### src/rtl/alu_pkg.sv
// Shared definitions for the ALU execute stage: op codes common with
// alu_control_unit and the execute FSM state encoding.
package alu_pkg;

    localparam logic [3:0] ALU_AND = 4'b0000;
    localparam logic [3:0] ALU_OR  = 4'b0001;
    localparam logic [3:0] ALU_ADD = 4'b0010;
    localparam logic [3:0] ALU_SUB = 4'b0110;
    localparam logic [3:0] ALU_SLT = 4'b0111;
    localparam logic [3:0] ALU_XOR = 4'b1000;
    localparam logic [3:0] ALU_SLL = 4'b1001;
    localparam logic [3:0] ALU_SRL = 4'b1010;
    localparam logic [3:0] ALU_SRA = 4'b1011;

    typedef enum logic [1:0] {
        IDLE  = 2'd0,
        SHIFT = 2'd1,
        DONE  = 2'd2
    } alu_state_e;

endpackage

### src/rtl/alu_serial_shifter.sv
// One-bit-per-cycle shifter. Direction and fill mode are captured on load;
// done flags the cycle whose clock edge performs the final shift.
module alu_serial_shifter #(
    parameter int WIDTH = 32,
    parameter int SHW   = $clog2(WIDTH)
) (
    input  logic             clk,
    input  logic             rst,
    input  logic             load,
    input  logic [SHW-1:0]   amount,
    input  logic [WIDTH-1:0] data_in,
    input  logic             shift_left,
    input  logic             arith,
    output logic [WIDTH-1:0] next_data,
    output logic             done
);

    logic [WIDTH-1:0] data;
    logic [SHW-1:0]   count;
    logic             left_q;
    logic             arith_q;
    logic             fill;

    assign fill = arith_q & data[WIDTH-1];

    always_comb begin
        next_data = data;
        if (left_q) begin
            next_data = {data[WIDTH-2:0], 1'b0};
        end else begin
            next_data = {fill, data[WIDTH-1:1]};
        end
    end

    // The owner registers next_data on the same edge the count reaches zero.
    assign done = (count == SHW'(1));

    always_ff @(posedge clk or posedge rst) begin
        if (rst) begin
            data    <= '0;
            count   <= '0;
            left_q  <= 1'b0;
            arith_q <= 1'b0;
        end else if (load) begin
            data    <= data_in;
            count   <= amount;
            left_q  <= shift_left;
            arith_q <= arith;
        end else if (count != '0) begin
            data  <= next_data;
            count <= count - SHW'(1);
        end
    end

endmodule

### src/rtl/alu_execute_unit.sv
// Execute stage: single-cycle logic/arithmetic, serial shifts, and a
// registered result with zero and illegal flags behind valid/ready handshakes.
module alu_execute_unit
    import alu_pkg::*;
#(
    parameter int WIDTH = 32,
    parameter int SHW   = $clog2(WIDTH)
) (
    input  logic             clk,
    input  logic             rst,
    input  logic             in_valid,
    output logic             in_ready,
    input  logic [3:0]       alu_op,
    input  logic [WIDTH-1:0] op_a,
    input  logic [WIDTH-1:0] op_b,
    output logic             out_valid,
    input  logic             out_ready,
    output logic [WIDTH-1:0] result,
    output logic             zero,
    output logic             illegal
);

    // Handshake: a transfer happens on an edge where valid and ready are both
    // high; requests are taken only in IDLE and results are held in DONE.
    alu_state_e       state;
    logic [WIDTH-1:0] result_q;
    logic             zero_q;
    logic             illegal_q;

    logic [WIDTH-1:0] alu_y;
    logic             op_illegal;
    logic             op_shift;
    logic [SHW-1:0]   shamt;
    logic             shift_load;
    logic [WIDTH-1:0] sh_next;
    logic             sh_done;

    assign shamt = op_b[SHW-1:0];

    always_comb begin
        alu_y      = '0;
        op_illegal = 1'b0;
        op_shift   = 1'b0;
        case (alu_op)
            ALU_AND: alu_y = op_a & op_b;
            ALU_OR:  alu_y = op_a | op_b;
            ALU_ADD: alu_y = op_a + op_b;
            ALU_SUB: alu_y = op_a - op_b;
            ALU_SLT: alu_y = {{(WIDTH-1){1'b0}}, ($signed(op_a) < $signed(op_b))};
            ALU_XOR: alu_y = op_a ^ op_b;
            ALU_SLL, ALU_SRL, ALU_SRA: begin
                // A zero-amount shift completes directly with op_a.
                op_shift = 1'b1;
                alu_y    = op_a;
            end
            default: op_illegal = 1'b1;
        endcase
    end

    assign shift_load = (state == IDLE) && in_valid && op_shift && (shamt != '0);

    alu_serial_shifter #(
        .WIDTH(WIDTH),
        .SHW  (SHW)
    ) u_shifter (
        .clk       (clk),
        .rst       (rst),
        .load      (shift_load),
        .amount    (shamt),
        .data_in   (op_a),
        .shift_left(alu_op == ALU_SLL),
        .arith     (alu_op == ALU_SRA),
        .next_data (sh_next),
        .done      (sh_done)
    );

    always_ff @(posedge clk or posedge rst) begin
        if (rst) begin
            state     <= IDLE;
            result_q  <= '0;
            zero_q    <= 1'b0;
            illegal_q <= 1'b0;
        end else begin
            case (state)
                IDLE: begin
                    if (in_valid) begin
                        illegal_q <= op_illegal;
                        if (shift_load) begin
                            state <= SHIFT;
                        end else begin
                            result_q <= alu_y;
                            zero_q   <= (alu_y == '0);
                            state    <= DONE;
                        end
                    end
                end
                SHIFT: begin
                    if (sh_done) begin
                        result_q <= sh_next;
                        zero_q   <= (sh_next == '0);
                        state    <= DONE;
                    end
                end
                DONE: begin
                    if (out_ready) begin
                        state <= IDLE;
                    end
                end
                default: state <= IDLE;
            endcase
        end
    end

    // in_ready also drops during reset so nothing is offered while it is held.
    assign in_ready  = (state == IDLE) && !rst;
    assign out_valid = (state == DONE);
    assign result    = result_q;
    assign zero      = zero_q;
    assign illegal   = illegal_q;

endmodule
### config.mk
export PLATFORM = sky130hd
export DESIGN_NAME = alu_execute_unit
export DESIGN_NICKNAME = d
export VERILOG_FILES = /design/src/rtl/alu_pkg.sv /design/src/rtl/alu_serial_shifter.sv /design/src/rtl/alu_execute_unit.sv
export SDC_FILE = /design/constraint.sdc
export NUM_CORES = 1
export LEC_CHECK = 0
export CAP_MARGIN = 20
export CORE_ASPECT_RATIO = 1.25
export CORE_MARGIN = 5
export CORE_UTILIZATION = 30
export DETAILED_ROUTE_END_ITERATION = 10
export SETUP_SLACK_MARGIN = 0.02
export SYNTH_ARGS = -nofsm -noshare
export SYNTH_HDL_FRONTEND = slang
export SYNTH_HIERARCHICAL = 1
export SYNTH_SLANG_ARGS = --single-unit
### constraint.sdc
create_clock -name clk -period 3.1 [get_ports clk]
set_clock_uncertainty 0.1 [all_clocks]
set_input_delay 0.93 -clock clk [delete_from_list [all_inputs] [get_ports clk]]
set_output_delay 0.93 -clock clk [all_outputs]
set_load 0.005 [all_outputs]
==> results.py, run 1 <==
metrics = {
    "status": {
        "outcome": "complete, but fails checks",
        "violations": "negative setup slack",
    },
    "place": {
        "place_congestion": 0.992,
        "dpl_cell_area_mm2": 0.0149,
        "portBuffers": 107,
        "dp_hpwl_um": 37300,
    },
    "layout": {
        "drive_above_1_share": 0.492,
        "finalInstanceArea_mm2": 0.0177,
        "synthToLayoutAreaGrowth_pct": 78.1,
        "finalNetCount": 2082,
        "antenna_cells": 0,
    },
    "detailed_routing": {
        "wl_met2_um": 22500,
        "postRouteWirelength_um": 47200,
        "num_vias": 12700,
        "met3_wirelength_um": 3050,
        "avgRoutedWirePerCell_um": 20.3,
        "top_layer": "met5",
        "drt-pass1-iter-count": 5,
        "viasPerCell": 5.47,
        "postRouteAntennaNets": 0,
        "drt-initial-drc-count": 927,
        "drc": 0,
        "wl_met1_um": 19200,
    },
    "clocking": {
        "cts_sinks": 75,
        "cts_tree": "yes",
        "htreeDepth": 3,
        "insertion_delay_ns": 0.34,
        "cts-buffers-inserted": 9,
        "cts_buffer_depth": 2,
        "ctsHoldBuffers": 0,
        "path_clk_slew_ns": 0.06,
        "cts-root-buf": "clkbuf_16",
    },
    "critical_path": {
        "startpoint_type": "input port",
        "worstPathMaxFanout": 4,
        "setup.worst_path.class": "input port to flip-flop",
        "crit_required_ns": 3.23,
        "critical_path_arrival_ns": 4.10,
        "endpoint_kind": "flip-flop",
    },
    "pwr": {
        "p_per_area_mw_per_mm2": 405,
        "p_seq_frac": 0.240,
        "clock_power_share": 0.137,
        "p_sw_mw": 2.93,
        "p_leak_nw": 8.17,
        "swShare": 0.407,
        "pwr-share-comb": 0.624,
        "vdd_drop_max_mv": 0.525,
        "intPower_mw": 4.25,
    },
    "logic_synthesis": {
        "ys_seq_elements": 75,
        "async_reset_ff_frac": 1.00,
        "synth_ff_type": "dfrtp_1",
        "synth.avg_cell_area_um2": 7.45,
        "ys_types": 85,
        "netlist_area_mm2": 0.00995,
        "synth-warning-count": 6,
        "synthCells": 1336,
        "ys_seq_area_frac": 0.189,
        "synth_edf_count": 0,
        "syn_nets": 1511,
    },
    "run": {
        "cap_viol_max_count": 0,
    },
    "timing": {
        "fin_crit_sh": 1.28,
        "rsz0062_at_grt": "true",
        "tightest_slew_ns": 0.801,
        "tns_ns": -12.14,
        "slew_headroom": 0.465,
        "layout_min_cycle_time_ns": 3.97,
        "finalSetupViolCount": 28,
        "timing.fmax_mhz": 252,
        "finalMaxSlewViolations": 0,
        "setup_slack_ns": -0.868,
        "hold_ws_ns": 0.376,
        "hold_viol": 0,
    },
    "worst_hold_path": {
        "hold_path.class": "flip-flop to flip-flop",
    },
    "floorplanning": {
        "die-area_mm2": 0.0369,
        "start_util": 0.304,
        "die_width_um": 173,
        "design.core.area_mm2": 0.0327,
        "die_y_um": 214,
        "rows": 74,
        "io_pins": 108,
    },
    "grt": {
        "gr-total-overflow": 0,
        "grt_antenna_before_repair": 1,
        "grt_pass1_vias": 12900,
        "track_usage": 0.241,
        "grt_max_degree": 58,
        "grt_pass1_wl_um": 71800,
    },
}
[power groups by stage]
stage          clock [mW]  combinational [mW]  sequential [mW]
2_1_floorplan           0                2.02             1.66
3_3_place_gp            0                3.76             1.70
3_5_place_dp            0                3.82             1.73
4_1_cts             0.994                4.22             1.72
5_1_grt              1.03                4.82             1.77
6_report            0.982                4.48             1.72
[synth_stat cells, drive strengths merged, types with 5 or more instances]
cell type  number  share of area
o21ai         133          0.067
nand2b         16          0.011
nand3          26          0.013
a211oi         24          0.019
nor3           42          0.022
or2             5         0.0031
o221ai          7         0.0062
inv           105          0.040
nor2b          15         0.0094
o31ai          14          0.011
o22ai           6         0.0038
or4             5         0.0041
nand4          17          0.011
ha            101           0.13
clkbuf         55          0.021
o311a           5         0.0050
o31a            5         0.0044
o2111ai         6         0.0053
mux2i          52          0.052
a21oi          89          0.045
a22oi           6         0.0045
o21a            7         0.0053
dfrtp          75           0.19
mux2           40          0.045
buf            28          0.019
nor4b           5         0.0050
and2           11         0.0069
nor2           97          0.037
a311oi          7         0.0062
or3             5         0.0031
a31oi          15         0.0094
nor4           21          0.013
o21bai          9         0.0068
a21o           25          0.019
o211ai         19          0.014
nand2         150          0.057
a221oi         11          0.010
and3            9         0.0057
[critical path: stages]
cell and delay (ns):
buf_8 0.08, clkinvlp_4 0.11, buf_6 0.15, buf_6 0.11, fa_2 0.37, nor2b_4 0.12, o31a_1 0.25, buf_4 0.16
o21bai_4 0.07, a211oi_2 0.25, o22ai_2 0.10, mux2_4 0.32, a211oi_4 0.20, and4_1 0.26, and4_1 0.21, nand4_1 0.16
o41ai_2 0.23
[path summary, 6_finish.rpt]
kind | from | end | slack (ns) | depth (start not counted)
max in group asynchronous | rst | u_shifter/data[20]$_DFFE_PP0P_ | 1.42 | 4
setup / recovery | op_b[1] | zero$_DFFE_PP0P_ | -0.87 | 17
setup reg to reg | u_shifter/count[1]$_DFFE_PP0P_ | zero$_DFFE_PP0P_ | 0.06 | 13
hold / removal | result[20]$_DFFE_PP0P_ | result[20]$_DFFE_PP0P_ | 0.38 | 1
min in group asynchronous | rst | state[0]$_DFFE_PP0P_ | 1.06 | 4
hold reg to reg | result[20]$_DFFE_PP0P_ | result[20]$_DFFE_PP0P_ | 0.38 | 1
[metal layers]
layer,track usage,up-vias
li1,-,6004
met4,0.103,2
met3,0.0312,137
met5,0,-
met2,0.418,469
met1,0.303,6127
[registers in the layout, indices dropped and copies added (netlist names)]
| signal | flops |
|---|---|
| state | 2 |
| zero | 1 |
| u_shifter/count | 5 |
| illegal | 1 |
| result | 32 |
| u_shifter/left_q | 1 |
| u_shifter/arith_q | 1 |
| u_shifter/data | 32 |
[logic make-up after synthesis]
kind of cell,after synthesis,share of synthesized area
AO/OA/AOI/OAI,437,0.289
XOR/XNOR,4,0.00352
adder cells (fa/ha/maj),103,0.131
buffers and inverters,189,0.0793
flip-flops,75,0.189
multiplexers,92,0.0976
AND/OR/NAND/NOR,436,0.211
[what timing repair did]
item,in CTS,in global routing
cloned,0,0
setup buffers,77,36
endpoints found under the setup margin,32,32
pin swaps,119,97
resized for setup,469,155
hold endpoints to repair,0,0
[cell type report]
type / instances / area [µm²]
timing repair buffer: 643 / 5350
fill: 2988 / 15000
tap: 418 / 523
clock buffer: 11 / 243
multi-input combinational: 1072 / 9260
inverter: 106 / 443
clock inverter: 5 / 37.5
sequential: 75 / 1880
[layout by cell type (no fill, tap or decap), types with 19 or more instances in the layout]
| cell | count |
|---|---|
| buf_4 | 460 |
| nand2_1 | 136 |
| nor2_1 | 86 |
| dfrtp_1 | 75 |
| buf_6 | 74 |
| o21ai_1 | 68 |
| ha_1 | 59 |
| inv_1 | 52 |
| a21oi_1 | 52 |
| clkdlybuf4s50_1 | 51 |
| mux2i_1 | 46 |
| inv_2 | 44 |
| o21ai_0 | 43 |
| mux2_2 | 34 |
| ha_4 | 33 |
| a21oi_2 | 25 |
| a21o_1 | 25 |
| nor3_1 | 24 |
| dlygate4sd2_1 | 21 |
| o211ai_1 | 19 |
[through the flow]
step	instances	total power, mW	util	setup WS, ns
global route	2330	7.62	0.542	-1.02
CTS	2309	6.93	0.518	-0.825
detailed placement	2236	5.55	0.456	-1.79
finish	2330	7.18	0.542	-0.868
global placement	2236	5.46	0.456	-1.75
floorplan	1336	3.68	-	-0.796
(Power assumes the default switching activity.)
==> inputs of run 2 (changes only) <==
--- a/config.mk
+++ b/config.mk
@@ -10,6 +10,7 @@
 export CORE_MARGIN = 5
 export CORE_UTILIZATION = 30
 export DETAILED_ROUTE_END_ITERATION = 10
+export HOLD_SLACK_MARGIN = 0.08
 export SETUP_SLACK_MARGIN = 0.02
 export SYNTH_ARGS = -nofsm -noshare
 export SYNTH_HDL_FRONTEND = slang
==> results of run 2 <==
Final layout, timing and power as in run 1 (identical DEF).
==> inputs of run 3 (changes only) <==
--- a/config.mk
+++ b/config.mk
@@ -9,6 +9,7 @@
 export CORE_ASPECT_RATIO = 1.25
 export CORE_MARGIN = 5
 export CORE_UTILIZATION = 30
+export CTS_CLUSTER_DIAMETER = 40
 export DETAILED_ROUTE_END_ITERATION = 10
 export HOLD_SLACK_MARGIN = 0.08
 export SETUP_SLACK_MARGIN = 0.02
==> results of run 3 <==
Final layout, timing and power as in run 1 (identical DEF).
